==> src/rtl/spu_issue_ctrl_pkg.sv <==
// Shared types for the SPU-Lite dual-issue stage: opcodes, pipe/format tags,
// decoded-instruction record and the per-pipe issue payload.
package spu_issue_ctrl_pkg;

  localparam int REG_AW = 7;

  typedef enum logic {PIPE_EVEN, PIPE_ODD} pipe_e;

  typedef enum logic [2:0] {RR, RRR, RI7, RI8, RI10, RI16, RI18} fmt_e;

  typedef enum logic [4:0] {
    NOP, LNOP, A, SF, AND, OR, FA, FM, SHLQBI, ROTQBY,
    FMA, SELB, SHUFB, SHLI, ROTI, AI, ANDI, LQD, IL, ILHU, LQA, ILA, CFLTS
  } Opcodes;

  typedef enum logic [1:0] {EMPTY, PAIR, SECOND} issue_state_e;

  // Opcode encodings, grouped by opcode field width.
  localparam logic [10:0] OPC_NOP    = 11'h201;
  localparam logic [10:0] OPC_LNOP   = 11'h001;
  localparam logic [10:0] OPC_A      = 11'h0C0;
  localparam logic [10:0] OPC_SF     = 11'h040;
  localparam logic [10:0] OPC_AND    = 11'h0C1;
  localparam logic [10:0] OPC_OR     = 11'h041;
  localparam logic [10:0] OPC_FA     = 11'h2C4;
  localparam logic [10:0] OPC_FM     = 11'h2C6;
  localparam logic [10:0] OPC_SHLQBI = 11'h1DB;
  localparam logic [10:0] OPC_ROTQBY = 11'h1DC;
  localparam logic [10:0] OPC_SHLI   = 11'h07B;
  localparam logic [10:0] OPC_ROTI   = 11'h078;
  localparam logic [9:0]  OPC_CFLTS  = 10'h1D8;
  localparam logic [8:0]  OPC_IL     = 9'h081;
  localparam logic [8:0]  OPC_ILHU   = 9'h082;
  localparam logic [8:0]  OPC_LQA    = 9'h061;
  localparam logic [7:0]  OPC_AI     = 8'h1C;
  localparam logic [7:0]  OPC_ANDI   = 8'h14;
  localparam logic [7:0]  OPC_LQD    = 8'h34;
  localparam logic [6:0]  OPC_ILA    = 7'h21;
  localparam logic [3:0]  OPC_FMA    = 4'hE;
  localparam logic [3:0]  OPC_SELB   = 4'h8;
  localparam logic [3:0]  OPC_SHUFB  = 4'hB;

  typedef struct packed {
    Opcodes opcode;
    pipe_e  pipe;
    fmt_e   fmt;
    logic   uses_ra;
    logic   uses_rb;
    logic   uses_rc;
    logic   writes_rt;
    logic   illegal;
  } dec_t;

  typedef struct packed {
    logic [REG_AW-1:0] ra;
    logic [REG_AW-1:0] rb;
    logic [REG_AW-1:0] rc;
    logic [REG_AW-1:0] rt;
    logic [6:0]        i7;
    logic [7:0]        i8;
    logic [9:0]        i10;
    logic [15:0]       i16;
    logic [17:0]       i18;
  } fields_t;

  typedef struct packed {
    Opcodes  opcode;
    logic    wr_en;
    fields_t f;
  } issue_t;

  // True when any source register of the instruction equals rt.
  // rc is only a source in the three-operand format.
  function automatic logic raw_hit(input dec_t d, input fields_t f,
                                   input logic [REG_AW-1:0] rt);
    return (d.uses_ra && (f.ra == rt)) ||
           (d.uses_rb && (f.rb == rt)) ||
           (d.uses_rc && (d.fmt == RRR) && (f.rc == rt));
  endfunction

  // Payload driven on a pipe that issues nothing this cycle.
  function automatic issue_t idle_issue(input pipe_e p);
    issue_t v;
    v = '0;
    if (p == PIPE_ODD) v.opcode = LNOP;
    else               v.opcode = NOP;
    return v;
  endfunction

  function automatic issue_t make_issue(input dec_t d, input fields_t f);
    issue_t v;
    v.opcode = d.opcode;
    v.wr_en  = d.writes_rt;
    v.f      = f;
    return v;
  endfunction

endpackage

==> src/rtl/spu_issue_ctrl_if.sv <==
// Fetch handshake plus the registered per-pipe issue fields.
// master = fetch/pipes side, slave = issue stage.
interface spu_issue_ctrl_if #(parameter int PAIR_WD = 64);
  import spu_issue_ctrl_pkg::*;

  logic [PAIR_WD-1:0] inst_pair;
  logic               inst_valid;
  logic               inst_ready;
  logic               flush;

  Opcodes     opcode_ep;
  Opcodes     opcode_op;
  logic [6:0] ra_addr_ep, rb_addr_ep, rc_addr_ep, rt_addr_ep;
  logic [6:0] ra_addr_op, rb_addr_op, rc_addr_op, rt_addr_op;
  logic       rt_wr_en_ep, rt_wr_en_op;
  logic [6:0]  i7_ep,  i7_op;
  logic [7:0]  i8_ep,  i8_op;
  logic [9:0]  i10_ep, i10_op;
  logic [15:0] i16_ep, i16_op;
  logic [17:0] i18_ep, i18_op;
  logic        illegal_op;

  modport master (
    output inst_pair, inst_valid, flush,
    input  inst_ready,
    input  opcode_ep, opcode_op,
    input  ra_addr_ep, rb_addr_ep, rc_addr_ep, rt_addr_ep,
    input  ra_addr_op, rb_addr_op, rc_addr_op, rt_addr_op,
    input  rt_wr_en_ep, rt_wr_en_op,
    input  i7_ep, i7_op, i8_ep, i8_op, i10_ep, i10_op,
    input  i16_ep, i16_op, i18_ep, i18_op,
    input  illegal_op
  );

  modport slave (
    input  inst_pair, inst_valid, flush,
    output inst_ready,
    output opcode_ep, opcode_op,
    output ra_addr_ep, rb_addr_ep, rc_addr_ep, rt_addr_ep,
    output ra_addr_op, rb_addr_op, rc_addr_op, rt_addr_op,
    output rt_wr_en_ep, rt_wr_en_op,
    output i7_ep, i7_op, i8_ep, i8_op, i10_ep, i10_op,
    output i16_ep, i16_op, i18_ep, i18_op,
    output illegal_op
  );
endinterface

==> src/rtl/spu_issue_ctrl_decode.sv <==
// Combinational decode of one 32-bit SPU word: opcode, pipe, format,
// operand usage and raw fields. Fields a format does not carry are zero.
module spu_decode
  import spu_issue_ctrl_pkg::*;
#(
  parameter int INST_WD = 32
) (
  input  logic [INST_WD-1:0] i_word,
  output dec_t               o_dec,
  output fields_t            o_fld
);

  Opcodes w_opc;
  pipe_e  w_pipe;
  fmt_e   w_fmt;
  logic   w_hit;
  logic   w_nop;

  // Opcode match, longest opcode field first so short prefixes cannot steal.
  always_comb begin
    w_opc  = NOP;
    w_pipe = PIPE_EVEN;
    w_fmt  = RR;
    w_hit  = 1'b1;
    case (i_word[31:21])
      OPC_NOP:    w_opc = NOP;
      OPC_LNOP:   begin w_opc = LNOP;   w_pipe = PIPE_ODD; end
      OPC_A:      w_opc = A;
      OPC_SF:     w_opc = SF;
      OPC_AND:    w_opc = AND;
      OPC_OR:     w_opc = OR;
      OPC_FA:     w_opc = FA;
      OPC_FM:     w_opc = FM;
      OPC_SHLQBI: begin w_opc = SHLQBI; w_pipe = PIPE_ODD; end
      OPC_ROTQBY: begin w_opc = ROTQBY; w_pipe = PIPE_ODD; end
      OPC_SHLI:   begin w_opc = SHLI;   w_fmt = RI7; end
      OPC_ROTI:   begin w_opc = ROTI;   w_fmt = RI7; end
      default:    w_hit = 1'b0;
    endcase
    if (!w_hit) begin
      w_hit = 1'b1;
      case (i_word[31:22])
        OPC_CFLTS: begin w_opc = CFLTS; w_fmt = RI8; end
        default:   w_hit = 1'b0;
      endcase
    end
    if (!w_hit) begin
      w_hit = 1'b1;
      case (i_word[31:23])
        OPC_IL:   begin w_opc = IL;   w_fmt = RI16; end
        OPC_ILHU: begin w_opc = ILHU; w_fmt = RI16; end
        OPC_LQA:  begin w_opc = LQA;  w_fmt = RI16; w_pipe = PIPE_ODD; end
        default:  w_hit = 1'b0;
      endcase
    end
    if (!w_hit) begin
      w_hit = 1'b1;
      case (i_word[31:24])
        OPC_AI:   begin w_opc = AI;   w_fmt = RI10; end
        OPC_ANDI: begin w_opc = ANDI; w_fmt = RI10; end
        OPC_LQD:  begin w_opc = LQD;  w_fmt = RI10; w_pipe = PIPE_ODD; end
        default:  w_hit = 1'b0;
      endcase
    end
    if (!w_hit) begin
      w_hit = 1'b1;
      case (i_word[31:25])
        OPC_ILA: begin w_opc = ILA; w_fmt = RI18; end
        default: w_hit = 1'b0;
      endcase
    end
    if (!w_hit) begin
      w_hit = 1'b1;
      case (i_word[31:28])
        OPC_FMA:   begin w_opc = FMA;   w_fmt = RRR; end
        OPC_SELB:  begin w_opc = SELB;  w_fmt = RRR; end
        OPC_SHUFB: begin w_opc = SHUFB; w_fmt = RRR; w_pipe = PIPE_ODD; end
        default:   w_hit = 1'b0;
      endcase
    end
  end

  // Operand usage and field extraction from the matched format.
  always_comb begin
    w_nop           = (w_opc == NOP) || (w_opc == LNOP);
    o_dec           = '0;
    o_dec.opcode    = w_opc;
    o_dec.pipe      = w_pipe;
    o_dec.fmt       = w_fmt;
    o_dec.illegal   = !w_hit;
    o_dec.writes_rt = w_hit && !w_nop;
    o_dec.uses_ra   = w_hit && !w_nop && (w_fmt inside {RR, RRR, RI7, RI8, RI10});
    o_dec.uses_rb   = w_hit && !w_nop && (w_fmt inside {RR, RRR});
    o_dec.uses_rc   = w_hit && (w_fmt == RRR);
    o_fld = '0;
    if (o_dec.uses_ra)   o_fld.ra = i_word[13:7];
    if (o_dec.uses_rb)   o_fld.rb = i_word[20:14];
    if (o_dec.uses_rc)   o_fld.rc = i_word[6:0];
    if (o_dec.writes_rt) o_fld.rt = (w_fmt == RRR) ? i_word[27:21] : i_word[6:0];
    if (w_hit) begin
      case (w_fmt)
        RI7:     o_fld.i7  = i_word[20:14];
        RI8:     o_fld.i8  = i_word[21:14];
        RI10:    o_fld.i10 = i_word[23:14];
        RI16:    o_fld.i16 = i_word[22:7];
        RI18:    o_fld.i18 = i_word[24:7];
        default: ;
      endcase
    end
  end

endmodule

==> src/rtl/spu_issue_ctrl.sv <==
// Dual-issue decode/issue stage. Buffers one fetch pair, routes each word
// to the even or odd pipe, splits pairs and inserts bubbles on hazards.
// Only the immediately preceding issue is a hazard; older results are
// covered by forwarding.
//
// state  | meaning
// EMPTY  | no buffered instruction, ready for a new pair
// PAIR   | slot0 and slot1 both pending
// SECOND | slot0 issued, slot1 still pending
module spu_issue_ctrl #(
  parameter int INST_WD = 32,
  parameter int PAIR_WD = 2 * INST_WD
) (
  input logic            clk,
  input logic            rst,
  spu_issue_ctrl_if.slave bus
);
  import spu_issue_ctrl_pkg::*;

  issue_state_e       r_state, w_state_nxt;
  logic [INST_WD-1:0] r_slot0, r_slot1;
  logic [PAIR_WD-1:0] w_pair;
  dec_t               w_dec0, w_dec1;
  fields_t            w_fld0, w_fld1;
  issue_t             r_ep, r_op, w_ep_nxt, w_op_nxt;
  logic               r_illegal, w_illegal_nxt;
  logic               w_haz0, w_haz1, w_pair_dep, w_rt_clash;
  logic               w_iss0, w_iss1, w_ready, w_accept;

  assign w_pair = bus.inst_pair;

  spu_decode #(.INST_WD(INST_WD)) u_dec0 (.i_word(r_slot0), .o_dec(w_dec0), .o_fld(w_fld0));
  spu_decode #(.INST_WD(INST_WD)) u_dec1 (.i_word(r_slot1), .o_dec(w_dec1), .o_fld(w_fld1));

  assign w_haz0 = (r_ep.wr_en && raw_hit(w_dec0, w_fld0, r_ep.f.rt)) ||
                  (r_op.wr_en && raw_hit(w_dec0, w_fld0, r_op.f.rt));
  assign w_haz1 = (r_ep.wr_en && raw_hit(w_dec1, w_fld1, r_ep.f.rt)) ||
                  (r_op.wr_en && raw_hit(w_dec1, w_fld1, r_op.f.rt));
  assign w_pair_dep = w_dec0.writes_rt && raw_hit(w_dec1, w_fld1, w_fld0.rt);
  assign w_rt_clash = w_dec0.writes_rt && w_dec1.writes_rt && (w_fld0.rt == w_fld1.rt);

  // Decide which buffered slots leave this cycle; flush blocks all issue.
  always_comb begin
    w_iss0 = 1'b0;
    w_iss1 = 1'b0;
    if (!bus.flush) begin
      case (r_state)
        PAIR: begin
          w_iss0 = !w_haz0;
          w_iss1 = w_iss0 && (w_dec0.pipe != w_dec1.pipe) &&
                   !w_pair_dep && !w_rt_clash && !w_haz1;
        end
        SECOND:  w_iss1 = !w_haz1;
        default: ;
      endcase
    end
  end

  assign w_ready = !rst && !bus.flush &&
                   ((r_state == EMPTY) ||
                    ((r_state == PAIR) && w_iss0 && w_iss1) ||
                    ((r_state == SECOND) && w_iss1));
  assign w_accept       = bus.inst_valid && w_ready;
  assign bus.inst_ready = w_ready;

  // Next-state: flush wins, then a new pair (including same-cycle refill).
  always_comb begin
    w_state_nxt = r_state;
    if (bus.flush) begin
      w_state_nxt = EMPTY;
    end else if (w_accept) begin
      w_state_nxt = PAIR;
    end else begin
      case (r_state)
        PAIR: begin
          if (w_iss0 && w_iss1) w_state_nxt = EMPTY;
          else if (w_iss0)      w_state_nxt = SECOND;
        end
        SECOND:  if (w_iss1) w_state_nxt = EMPTY;
        default: ;
      endcase
    end
  end

  // State register.
  always_ff @(posedge clk or posedge rst) begin
    if (rst) r_state <= EMPTY;
    else     r_state <= w_state_nxt;
  end

  // Pair buffer, loaded on every accepted pair.
  always_ff @(posedge clk or posedge rst) begin
    if (rst) begin
      r_slot0 <= '0;
      r_slot1 <= '0;
    end else if (w_accept) begin
      r_slot0 <= w_pair[PAIR_WD-1 -: INST_WD];
      r_slot1 <= w_pair[INST_WD-1:0];
    end
  end

  // Route issuing slots onto their pipe; idle pipes get NOP/LNOP.
  always_comb begin
    w_ep_nxt      = idle_issue(PIPE_EVEN);
    w_op_nxt      = idle_issue(PIPE_ODD);
    w_illegal_nxt = 1'b0;
    if (w_iss0) begin
      if (w_dec0.pipe == PIPE_ODD) w_op_nxt = make_issue(w_dec0, w_fld0);
      else                         w_ep_nxt = make_issue(w_dec0, w_fld0);
      w_illegal_nxt = w_dec0.illegal;
    end
    if (w_iss1) begin
      if (w_dec1.pipe == PIPE_ODD) w_op_nxt = make_issue(w_dec1, w_fld1);
      else                         w_ep_nxt = make_issue(w_dec1, w_fld1);
      w_illegal_nxt = w_illegal_nxt || w_dec1.illegal;
    end
  end

  // Registered pipe-facing outputs.
  always_ff @(posedge clk or posedge rst) begin
    if (rst) begin
      r_ep      <= idle_issue(PIPE_EVEN);
      r_op      <= idle_issue(PIPE_ODD);
      r_illegal <= 1'b0;
    end else begin
      r_ep      <= w_ep_nxt;
      r_op      <= w_op_nxt;
      r_illegal <= w_illegal_nxt;
    end
  end

  assign bus.opcode_ep   = r_ep.opcode;
  assign bus.ra_addr_ep  = r_ep.f.ra;
  assign bus.rb_addr_ep  = r_ep.f.rb;
  assign bus.rc_addr_ep  = r_ep.f.rc;
  assign bus.rt_addr_ep  = r_ep.f.rt;
  assign bus.rt_wr_en_ep = r_ep.wr_en;
  assign bus.i7_ep       = r_ep.f.i7;
  assign bus.i8_ep       = r_ep.f.i8;
  assign bus.i10_ep      = r_ep.f.i10;
  assign bus.i16_ep      = r_ep.f.i16;
  assign bus.i18_ep      = r_ep.f.i18;

  assign bus.opcode_op   = r_op.opcode;
  assign bus.ra_addr_op  = r_op.f.ra;
  assign bus.rb_addr_op  = r_op.f.rb;
  assign bus.rc_addr_op  = r_op.f.rc;
  assign bus.rt_addr_op  = r_op.f.rt;
  assign bus.rt_wr_en_op = r_op.wr_en;
  assign bus.i7_op       = r_op.f.i7;
  assign bus.i8_op       = r_op.f.i8;
  assign bus.i10_op      = r_op.f.i10;
  assign bus.i16_op      = r_op.f.i16;
  assign bus.i18_op      = r_op.f.i18;

  assign bus.illegal_op  = r_illegal;

endmodule

==> src/flat_wrapper.sv <==
// flat-port wrapper written by rule: the top's interface ports become plain ports
module spu_issue_ctrl_flat import spu_issue_ctrl_pkg::*;
#(
  parameter int INST_WD = 32,
  parameter int PAIR_WD = 2 * INST_WD
)
  (clk, rst, bus_inst_pair, bus_inst_valid, bus_flush, bus_inst_ready, bus_opcode_ep, bus_opcode_op, bus_ra_addr_ep, bus_rb_addr_ep, bus_rc_addr_ep, bus_rt_addr_ep, bus_ra_addr_op, bus_rb_addr_op, bus_rc_addr_op, bus_rt_addr_op, bus_rt_wr_en_ep, bus_rt_wr_en_op, bus_i7_ep, bus_i7_op, bus_i8_ep, bus_i8_op, bus_i10_ep, bus_i10_op, bus_i16_ep, bus_i16_op, bus_i18_ep, bus_i18_op, bus_illegal_op);
  spu_issue_ctrl_if #(.PAIR_WD(PAIR_WD)) bus_i ();
  input logic clk;
  input logic rst;
  input wire logic [$bits(bus_i.inst_pair)-1:0] bus_inst_pair;
  input wire logic [$bits(bus_i.inst_valid)-1:0] bus_inst_valid;
  input wire logic [$bits(bus_i.flush)-1:0] bus_flush;
  output wire logic [$bits(bus_i.inst_ready)-1:0] bus_inst_ready;
  output wire logic [$bits(bus_i.opcode_ep)-1:0] bus_opcode_ep;
  output wire logic [$bits(bus_i.opcode_op)-1:0] bus_opcode_op;
  output wire logic [$bits(bus_i.ra_addr_ep)-1:0] bus_ra_addr_ep;
  output wire logic [$bits(bus_i.rb_addr_ep)-1:0] bus_rb_addr_ep;
  output wire logic [$bits(bus_i.rc_addr_ep)-1:0] bus_rc_addr_ep;
  output wire logic [$bits(bus_i.rt_addr_ep)-1:0] bus_rt_addr_ep;
  output wire logic [$bits(bus_i.ra_addr_op)-1:0] bus_ra_addr_op;
  output wire logic [$bits(bus_i.rb_addr_op)-1:0] bus_rb_addr_op;
  output wire logic [$bits(bus_i.rc_addr_op)-1:0] bus_rc_addr_op;
  output wire logic [$bits(bus_i.rt_addr_op)-1:0] bus_rt_addr_op;
  output wire logic [$bits(bus_i.rt_wr_en_ep)-1:0] bus_rt_wr_en_ep;
  output wire logic [$bits(bus_i.rt_wr_en_op)-1:0] bus_rt_wr_en_op;
  output wire logic [$bits(bus_i.i7_ep)-1:0] bus_i7_ep;
  output wire logic [$bits(bus_i.i7_op)-1:0] bus_i7_op;
  output wire logic [$bits(bus_i.i8_ep)-1:0] bus_i8_ep;
  output wire logic [$bits(bus_i.i8_op)-1:0] bus_i8_op;
  output wire logic [$bits(bus_i.i10_ep)-1:0] bus_i10_ep;
  output wire logic [$bits(bus_i.i10_op)-1:0] bus_i10_op;
  output wire logic [$bits(bus_i.i16_ep)-1:0] bus_i16_ep;
  output wire logic [$bits(bus_i.i16_op)-1:0] bus_i16_op;
  output wire logic [$bits(bus_i.i18_ep)-1:0] bus_i18_ep;
  output wire logic [$bits(bus_i.i18_op)-1:0] bus_i18_op;
  output wire logic [$bits(bus_i.illegal_op)-1:0] bus_illegal_op;
  assign bus_i.inst_pair = bus_inst_pair;
  assign bus_i.inst_valid = bus_inst_valid;
  assign bus_i.flush = bus_flush;
  assign bus_inst_ready = bus_i.inst_ready;
  assign bus_opcode_ep = bus_i.opcode_ep;
  assign bus_opcode_op = bus_i.opcode_op;
  assign bus_ra_addr_ep = bus_i.ra_addr_ep;
  assign bus_rb_addr_ep = bus_i.rb_addr_ep;
  assign bus_rc_addr_ep = bus_i.rc_addr_ep;
  assign bus_rt_addr_ep = bus_i.rt_addr_ep;
  assign bus_ra_addr_op = bus_i.ra_addr_op;
  assign bus_rb_addr_op = bus_i.rb_addr_op;
  assign bus_rc_addr_op = bus_i.rc_addr_op;
  assign bus_rt_addr_op = bus_i.rt_addr_op;
  assign bus_rt_wr_en_ep = bus_i.rt_wr_en_ep;
  assign bus_rt_wr_en_op = bus_i.rt_wr_en_op;
  assign bus_i7_ep = bus_i.i7_ep;
  assign bus_i7_op = bus_i.i7_op;
  assign bus_i8_ep = bus_i.i8_ep;
  assign bus_i8_op = bus_i.i8_op;
  assign bus_i10_ep = bus_i.i10_ep;
  assign bus_i10_op = bus_i.i10_op;
  assign bus_i16_ep = bus_i.i16_ep;
  assign bus_i16_op = bus_i.i16_op;
  assign bus_i18_ep = bus_i.i18_ep;
  assign bus_i18_op = bus_i.i18_op;
  assign bus_illegal_op = bus_i.illegal_op;
  spu_issue_ctrl #(.INST_WD(INST_WD), .PAIR_WD(PAIR_WD)) u_core (.clk(clk), .rst(rst), .bus(bus_i));
endmodule
==> config.mk <==
export PLATFORM = sky130hd
export DESIGN_NAME = spu_issue_ctrl_flat
export DESIGN_NICKNAME = d
export VERILOG_FILES = /design/src/rtl/spu_issue_ctrl_pkg.sv /design/src/rtl/spu_issue_ctrl_if.sv /design/src/rtl/spu_issue_ctrl_decode.sv /design/src/rtl/spu_issue_ctrl.sv /design/src/flat_wrapper.sv
export SDC_FILE = /design/constraint.sdc
export NUM_CORES = 1
export LEC_CHECK = 0
export ABC_AREA = 1
export CAP_MARGIN = 10
export CORE_MARGIN = 4
export CORE_UTILIZATION = 55
export CTS_CLUSTER_SIZE = 12
export DETAILED_ROUTE_END_ITERATION = 6
export PLACE_DENSITY = 0.94
export SLEW_MARGIN = 40
export SYNTH_ARGS = -nofsm -noshare
export SYNTH_HDL_FRONTEND = slang
export SYNTH_SLANG_ARGS = --single-unit
==> constraint.sdc <==
create_clock -name clk -period 13.65 [get_ports clk]
set_clock_uncertainty 0.05 [all_clocks]
set_input_delay 1.365 -clock clk [delete_from_list [all_inputs] [get_ports clk]]
set_output_delay 1.365 -clock clk [all_outputs]
set_load 0.1 [all_outputs]
==> results of run 1 <==
## worst max-delay path, cell delays in order, from the launching register on
cell     delay [ps]
dfrtp_1         470
inv_1           120
nor3_2          240
inv_1           120
nand2_1         610
inv_2           270
nand3_1         180
nand2_1          70
nand3_2          60
buf_4           560
nand3_1         330
xor2_1          230
nand3_1         110
nand3_1         140
nand2_1         110
nand4_1         260
inv_1           190
nand2_1         110
nand2_2          70
buf_4           530
nand2_1         150
nor2_1          130
buf_2           440
## Yosys cell counts, types with 4 or more instances
cell type,instances
nand2_1,386
dfrtp_1,252
nand4_1,185
nand3_1,171
inv_1,130
nor2_1,111
o21ai_0,102
clkbuf_1,59
o21ai_1,54
buf_2,49
inv_2,31
o22ai_1,29
o31ai_1,23
nor3_1,18
xor2_1,17
buf_4,11
a2111oi_0,9
a21oi_1,9
o2111ai_1,8
nor2_2,7
o31ai_2,7
nand2_2,5
nand3_2,5
buf_1,4
buf_6,4
nand3b_1,4
nor4_1,4
## final cells by class
cell class	instances	area [um2]	share of cell area
timing repair buffer	270	1760	0.109
inverter	162	616	0.0383
clock inverter	2	46.3	0.00288
multi-input combinational	1217	6150	0.383
clock buffer	40	753	0.0469
tap	324	405	0.0252
sequential	253	6330	0.394
## power by group through the flow
stage	clock network [uW]	logic, uW	registers [uW]
floorplan	0	621	949
global placement	0	889	973
detailed placement	0	885	973
CTS	683	890	960
global route	711	1000	973
finish	680	918	972
## routing by layer
layer  share of wire  up-vias  GRT usage
met3            0.12      223     0.0824
met1            0.40     6602      0.535
met4           0.057        0      0.177
li1                -     6286          -
met2            0.43     1088      0.567
met5               0        -          0
## flip-flops by register name, indices dropped and copies added, names as in the netlist, 8 cells and up
| register | count |
|---|---|
| u_core.r_slot0 | 32 |
| u_core.r_slot1 | 32 |
| u_core.bus.i18_ep | 18 |
| u_core.bus.i18_op | 18 |
| u_core.bus.i16_ep | 16 |
| u_core.bus.i16_op | 16 |
| u_core.bus.i10_ep | 10 |
| u_core.bus.i10_op | 10 |
| u_core.bus.i8_ep | 8 |
| u_core.bus.i8_op | 8 |
## how the worst max path moves through the flow
stage / slack, ps / cells after the start / endpoint
after floorplan: 5280 / 1 / u_core.bus.i10_ep[0]
after global placement: 6450 / 27 / bus_inst_ready
after detailed placement: 6920 / 22 / bus_inst_ready
after CTS: 6300 / 25 / bus_inst_ready
after global routing: 5680 / 25 / bus_inst_ready
final: 6150 / 22 / bus_inst_ready
## kinds of logic after synthesis
| family | count (synthesis) | synth area share |
|---|---|---|
| xor+xnor | 18 | 0.0116 |
| buf+inv | 289 | 0.0899 |
| flops | 253 | 0.468 |
| fa+ha+maj | 3 | 0.00277 |
| other cells | 1 | 0.000277 |
| simple gates | 907 | 0.315 |
| compound gates | 255 | 0.113 |
## stage by stage
step	util	hold WS [ps]	instance area, um2
global route	0.662	466	16100
detailed placement	0.629	415	15300
floorplan	-	392	13700
global placement	0.666	407	16200
CTS	0.662	429	16100
finish	0.662	430	16100
==> impl_metrics.py, run 1 <==
metrics = {
    "critical_path": {
        "critPathLaunch": "u_core.r_slot0[31]",
        "start_kind": "flip-flop",
        "critPathCaptureType": "output pin",
        "r2r_slack_ps": 7490,
        "crit_fanout": 69,
        "required_ps": 12230,
        "worstPathArrival_ps": 6080,
        "worstSetupPathType": "flip-flop to output pin",
        "reg2reg_to": "u_core.bus.i18_ep[1]",
        "r2r_start": "u_core.r_slot0[31]",
        "r2r_cells": 24,
    },
    "clocking": {
        "htree_levels": 1,
        "clk_pin_slew_ps": 60,
        "cts_root_buf": "clkbuf_16",
        "cts_hold_buf": 0,
        "numCtsBuffers": 26,
        "cts_num_sinks": 253,
        "clock_latency_ps": 550,
        "cts_tree": "yes",
        "cts_buffer_depth": 3,
        "post_cts_resized": 0,
        "postCtsSetupRepairBufs": 0,
    },
    "route": {
        "ant_nets": 0,
        "drt_first_pass_iters": 6,
        "vias": 14200,
        "drtIter0Drc": 1862,
        "wl_um": 52600,
        "wl_per_cell_um": 23.2,
        "drcViolationCount": 0,
        "via_per_inst": 6.26,
    },
    "yosys": {
        "synth.top_cell.area_share": 0.466,
        "yosysSeqAreaShare": 0.468,
        "ys.flop_type": "dfrtp_1",
        "synth-edff-count": 0,
        "yosysTopAreaCell": "dfrtp_1",
        "yosys-top-cells-area": "dfrtp_1 (47%), nand2_1 (11%), nand4_1 (8.5%)",
        "syn_inst": 1726,
        "syn_avg_cell_area_um2": 7.85,
        "synth.ff_latch_count": 253,
        "synth_async_sr_flop_share": 1.00,
        "synth.distinct_cells": 46,
        "synth.yosys.warnings": 0,
        "netlist_area_um2": 13500,
    },
    "cells_and_area": {
        "final_cells": 2268,
        "n_fill_cell": 1993,
        "drive_gt1_frac": 0.159,
        "final_common_cell": "nand2_1",
        "syn_to_final_growth_pct": 18.6,
        "nNetsFinal": 2001,
        "antenna-diode-count": 0,
        "final_cell_mix": "nand2_1 (384), dfrtp_1 (252), buf_2 (189)",
    },
    "timing": {
        "maxSlewHeadroom": 0.420,
        "fin_ws_ps": 6150,
        "period_share": 0.549,
        "setup_tns_ps": 0,
        "hold_violations": 0,
        "rsz0062_at_grt": "false",
        "fin_crit_ps": 7500,
        "maxSlewViolCount": 0,
        "setup_viol": 0,
        "worstMarginPinSlew_ps": 862,
        "fmax_ghz": 0.133,
    },
    "placement": {
        "finalWeightedCongestion": 1.06,
        "dp.cells": 2226,
        "portBuffers": 255,
        "hpwl_um": 37500,
        "pre_cts_slack_ps": 6920,
    },
    "global_routing": {
        "grt_pass1_vias": 13400,
        "antenna_found_initial": 0,
        "globalRouteTotalUtil": 0.381,
        "grt_max_degree": 125,
        "grt_pass1_wl_um": 79200,
        "overflow": 0,
    },
    "status": {
        "run_status": "finished clean",
    },
    "power_and_ir_drop": {
        "power_uw": 2570,
        "swShare": 0.444,
        "peakVddDrop_mv": 0.122,
        "seq_power_share": 0.378,
        "power.density_nw_per_um2": 160,
        "comb_power_share": 0.357,
        "clkPwrFrac": 0.265,
        "p_int_uw": 1430,
        "leakagePower_uw": 0.00809,
        "p_sw_uw": 1140,
    },
    "worst_hold_path": {
        "hold_start": "u_core.r_slot1[2]",
        "hp-class": "flip-flop to flip-flop",
        "min_path_cells": 2,
        "min_to": "u_core.r_slot1[2]",
    },
    "floorplanning": {
        "die_area_um2": 27200,
        "die_w_um": 165,
        "num_rows": 57,
        "die_y_um": 165,
        "core_um2": 24200,
        "initial_core_util": 0.558,
        "pin_count": 256,
    },
    "flow_run": {
        "max-cap-violations": 0,
    },
}
No activity file was read; power rests on OpenSTA's default activity.
==> run 2, diff against run 1 <==
--- a/config.mk
+++ b/config.mk
@@ -8,10 +8,10 @@
 export ABC_AREA = 1
 export CAP_MARGIN = 10
 export CORE_MARGIN = 4
-export CORE_UTILIZATION = 55
+export CORE_UTILIZATION = 53
 export CTS_CLUSTER_SIZE = 12
 export DETAILED_ROUTE_END_ITERATION = 6
-export PLACE_DENSITY = 0.94
+export PLACE_DENSITY = 0.91
 export SLEW_MARGIN = 40
 export SYNTH_ARGS = -nofsm -noshare
 export SYNTH_HDL_FRONTEND = slang
==> constraint.sdc (replaced) <==
create_clock -name clk -period 7.67 [get_ports clk]
set_clock_uncertainty 0.05 [all_clocks]
set_input_delay 0.767 -clock clk [delete_from_list [all_inputs] [get_ports clk]]
set_output_delay 0.767 -clock clk [all_outputs]
set_load 0.1 [all_outputs]
==> run 2 against run 1 <==
  * The run now ends with design-rule violations left
  * Non-clock buffer count up 7
  * Routed wire length up 0.71%
  * Sequential power up 78%
  * Global-route usage down 1.6 points
  * Worst hold slack worse by 7.1 ps
  * Worst setup slack worse by 5000 ps
  * Utilization down 2.2 points
  * Clock-buffer cell count down 4
==> impl_metrics.py, run 2 (synthesis results as in run 1) <==
metrics = {
    "floorplanning": {
        "core_um2": 25200,
        "pin_count": 256,
        "die_y_um": 168,
        "die_area_um2": 28200,
        "initial_core_util": 0.538,
        "num_rows": 58,
        "die_w_um": 168,
    },
    "route": {
        "drcViolationCount": 14,
        "drt_first_pass_iters": 7,
        "wl_um": 52900,
        "ant_nets": 0,
        "vias": 14200,
        "via_per_inst": 6.24,
        "drtIter0Drc": 2128,
        "wl_per_cell_um": 23.2,
    },
    "placement": {
        "dp.cells": 2239,
        "finalWeightedCongestion": 1.04,
        "portBuffers": 255,
        "hpwl_um": 39100,
    },
    "timing": {
        "period_share": 0.849,
        "maxSlewHeadroom": 0.371,
        "worstMarginPinSlew_ps": 941,
        "hold_violations": 0,
        "fin_crit_ps": 6510,
        "setup_tns_ps": 0,
        "maxSlewViolCount": 0,
        "rsz0062_at_grt": "false",
        "setup_viol": 0,
        "fmax_ghz": 0.154,
    },
    "critical_path": {
        "crit_fanout": 27,
        "r2r_slack_ps": 1790,
        "worstPathArrival_ps": 5690,
        "start_kind": "flip-flop",
        "worstSetupPathType": "flip-flop to output pin",
        "required_ps": 6850,
        "critPathCaptureType": "output pin",
    },
    "power_and_ir_drop": {
        "swShare": 0.447,
        "p_sw_uw": 2050,
        "p_int_uw": 2540,
        "peakVddDrop_mv": 0.209,
        "clkPwrFrac": 0.263,
        "power_uw": 4590,
        "seq_power_share": 0.377,
        "power.density_nw_per_um2": 284,
        "comb_power_share": 0.360,
        "leakagePower_uw": 0.00812,
    },
    "cells_and_area": {
        "final_common_cell": "nand2_1",
        "nNetsFinal": 2009,
        "post-route-util": 0.641,
        "n_fill_cell": 2153,
        "final_cells": 2283,
        "syn_to_final_growth_pct": 19.2,
        "final_cell_mix": "nand2_1 (384), dfrtp_1 (252), buf_2 (188)",
        "largestRegisters": "u_core.r_slot0: 32 flops, u_core.r_slot1: 32 flops",
        "drive_gt1_frac": 0.163,
    },
    "global_routing": {
        "antenna_found_initial": 0,
        "globalRouteTotalUtil": 0.365,
        "grt_pass1_vias": 13300,
        "overflow": 0,
        "grt_max_degree": 99,
        "grt_pass1_wl_um": 80600,
    },
    "clocking": {
        "numCtsBuffers": 27,
        "clk_pin_slew_ps": 60,
        "cts_root_buf": "clkbuf_16",
        "clock_latency_ps": 560,
        "cts_num_sinks": 253,
        "post_cts_resized": 0,
        "cts_tree": "yes",
        "cts_hold_buf": 0,
        "cts_buffer_depth": 3,
        "postCtsSetupRepairBufs": 0,
        "htree_levels": 1,
    },
    "worst_hold_path": {
        "hp-class": "flip-flop to flip-flop",
    },
    "flow_run": {
        "max-cap-violations": 0,
    },
    "status": {
        "run_status": "complete, but fails checks",
        "violations": "design-rule violations",
    },
}
-- run 2: cell count changes in the layout (fill, tap and decap cells not counted), moves of 2 or more --
cell and delta:
buf_12 +2, buf_4 +9, clkbuf_8 -5, clkinv_2 +2, clkinvlp_4 +4, nand3_2 -2
-- run 2: metrics by stage --
stage	cell area, um2	setup WS [ps]	hold slack (ps)
finish	16100	1160	423
global route	16100	852	447
CTS	16100	1360	425
detailed placement	15300	1980	411
global placement	16200	1950	406
floorplan	13700	2780	392
-- run 2: per-layer routing --
layer  share of wire  vias to the layer above  wire length (um)  global-route usage
li1                -                     6306                 -                   -
met1            0.39                     6713             20900               0.531
met2            0.44                     1055             23200               0.546
met3            0.12                      161              6430              0.0718
met4           0.046                        0              2420               0.141
met5               0                        -                 0                   0
-- run 2: critical path, cell delays in order, from the launching register on --
cell	delay [ps]
dfrtp_1	510
nand2_1	140
nor3_1	480
inv_1	110
nand2_2	370
nor2_1	170
nand4_1	340
buf_4	400
nand2_1	190
inv_2	180
nand2_1	210
inv_1	100
nand2_1	50
nand2_1	60
inv_1	40
nand2_1	50
nor2_1	40
nand2_1	60
nand3_1	90
nand2_1	70
nand2_1	60
o21ai_2	340
nand2_1	170
nand2_2	360
nand2_1	120
nor2_1	120
buf_4	300
-- run 2: layout make-up --
| class | instances | area [um2] | share of cell area |
|---|---|---|---|
| flip-flops and latches | 253 | 6330 | 0.392 |
| multi-input cells | 1217 | 6170 | 0.382 |
| repair buffers | 277 | 1810 | 0.112 |
| clock buffers | 36 | 719 | 0.0446 |
| inverters | 162 | 612 | 0.0379 |
| well taps | 330 | 413 | 0.0256 |
| clock inverters | 7 | 82.6 | 0.00512 |
| diodes | 1 | 2.50 | 0.000155 |
-- run 2: worst paths after layout --
| path | endpoint | startpoint | depth (start not counted) |
|---|---|---|---|
| worst max-delay path | bus_inst_ready | u_core.r_slot1[28] | 26 |
| worst min-delay path | u_core.r_slot1[0] | u_core.r_slot1[0] | 2 |
| worst max register to register | u_core.r_slot1[17] | u_core.r_slot1[28] | 27 |
| worst min register to register | u_core.r_slot1[0] | u_core.r_slot1[0] | 2 |
| max in group asynchronous | u_core.bus.i7_op[5] | rst | 4 |
| min in group asynchronous | u_core.r_slot0[4] | rst | 3 |
-- run 2: power groups by stage --
stage | clock network [uW] | registers [uW] | logic (uW)
2_1_floorplan | 0 | 1690 | 1110
3_3_place_gp | 0 | 1720 | 1590
3_5_place_dp | 0 | 1730 | 1590
4_1_cts | 1220 | 1700 | 1600
5_1_grt | 1290 | 1730 | 1790
6_report | 1210 | 1730 | 1650
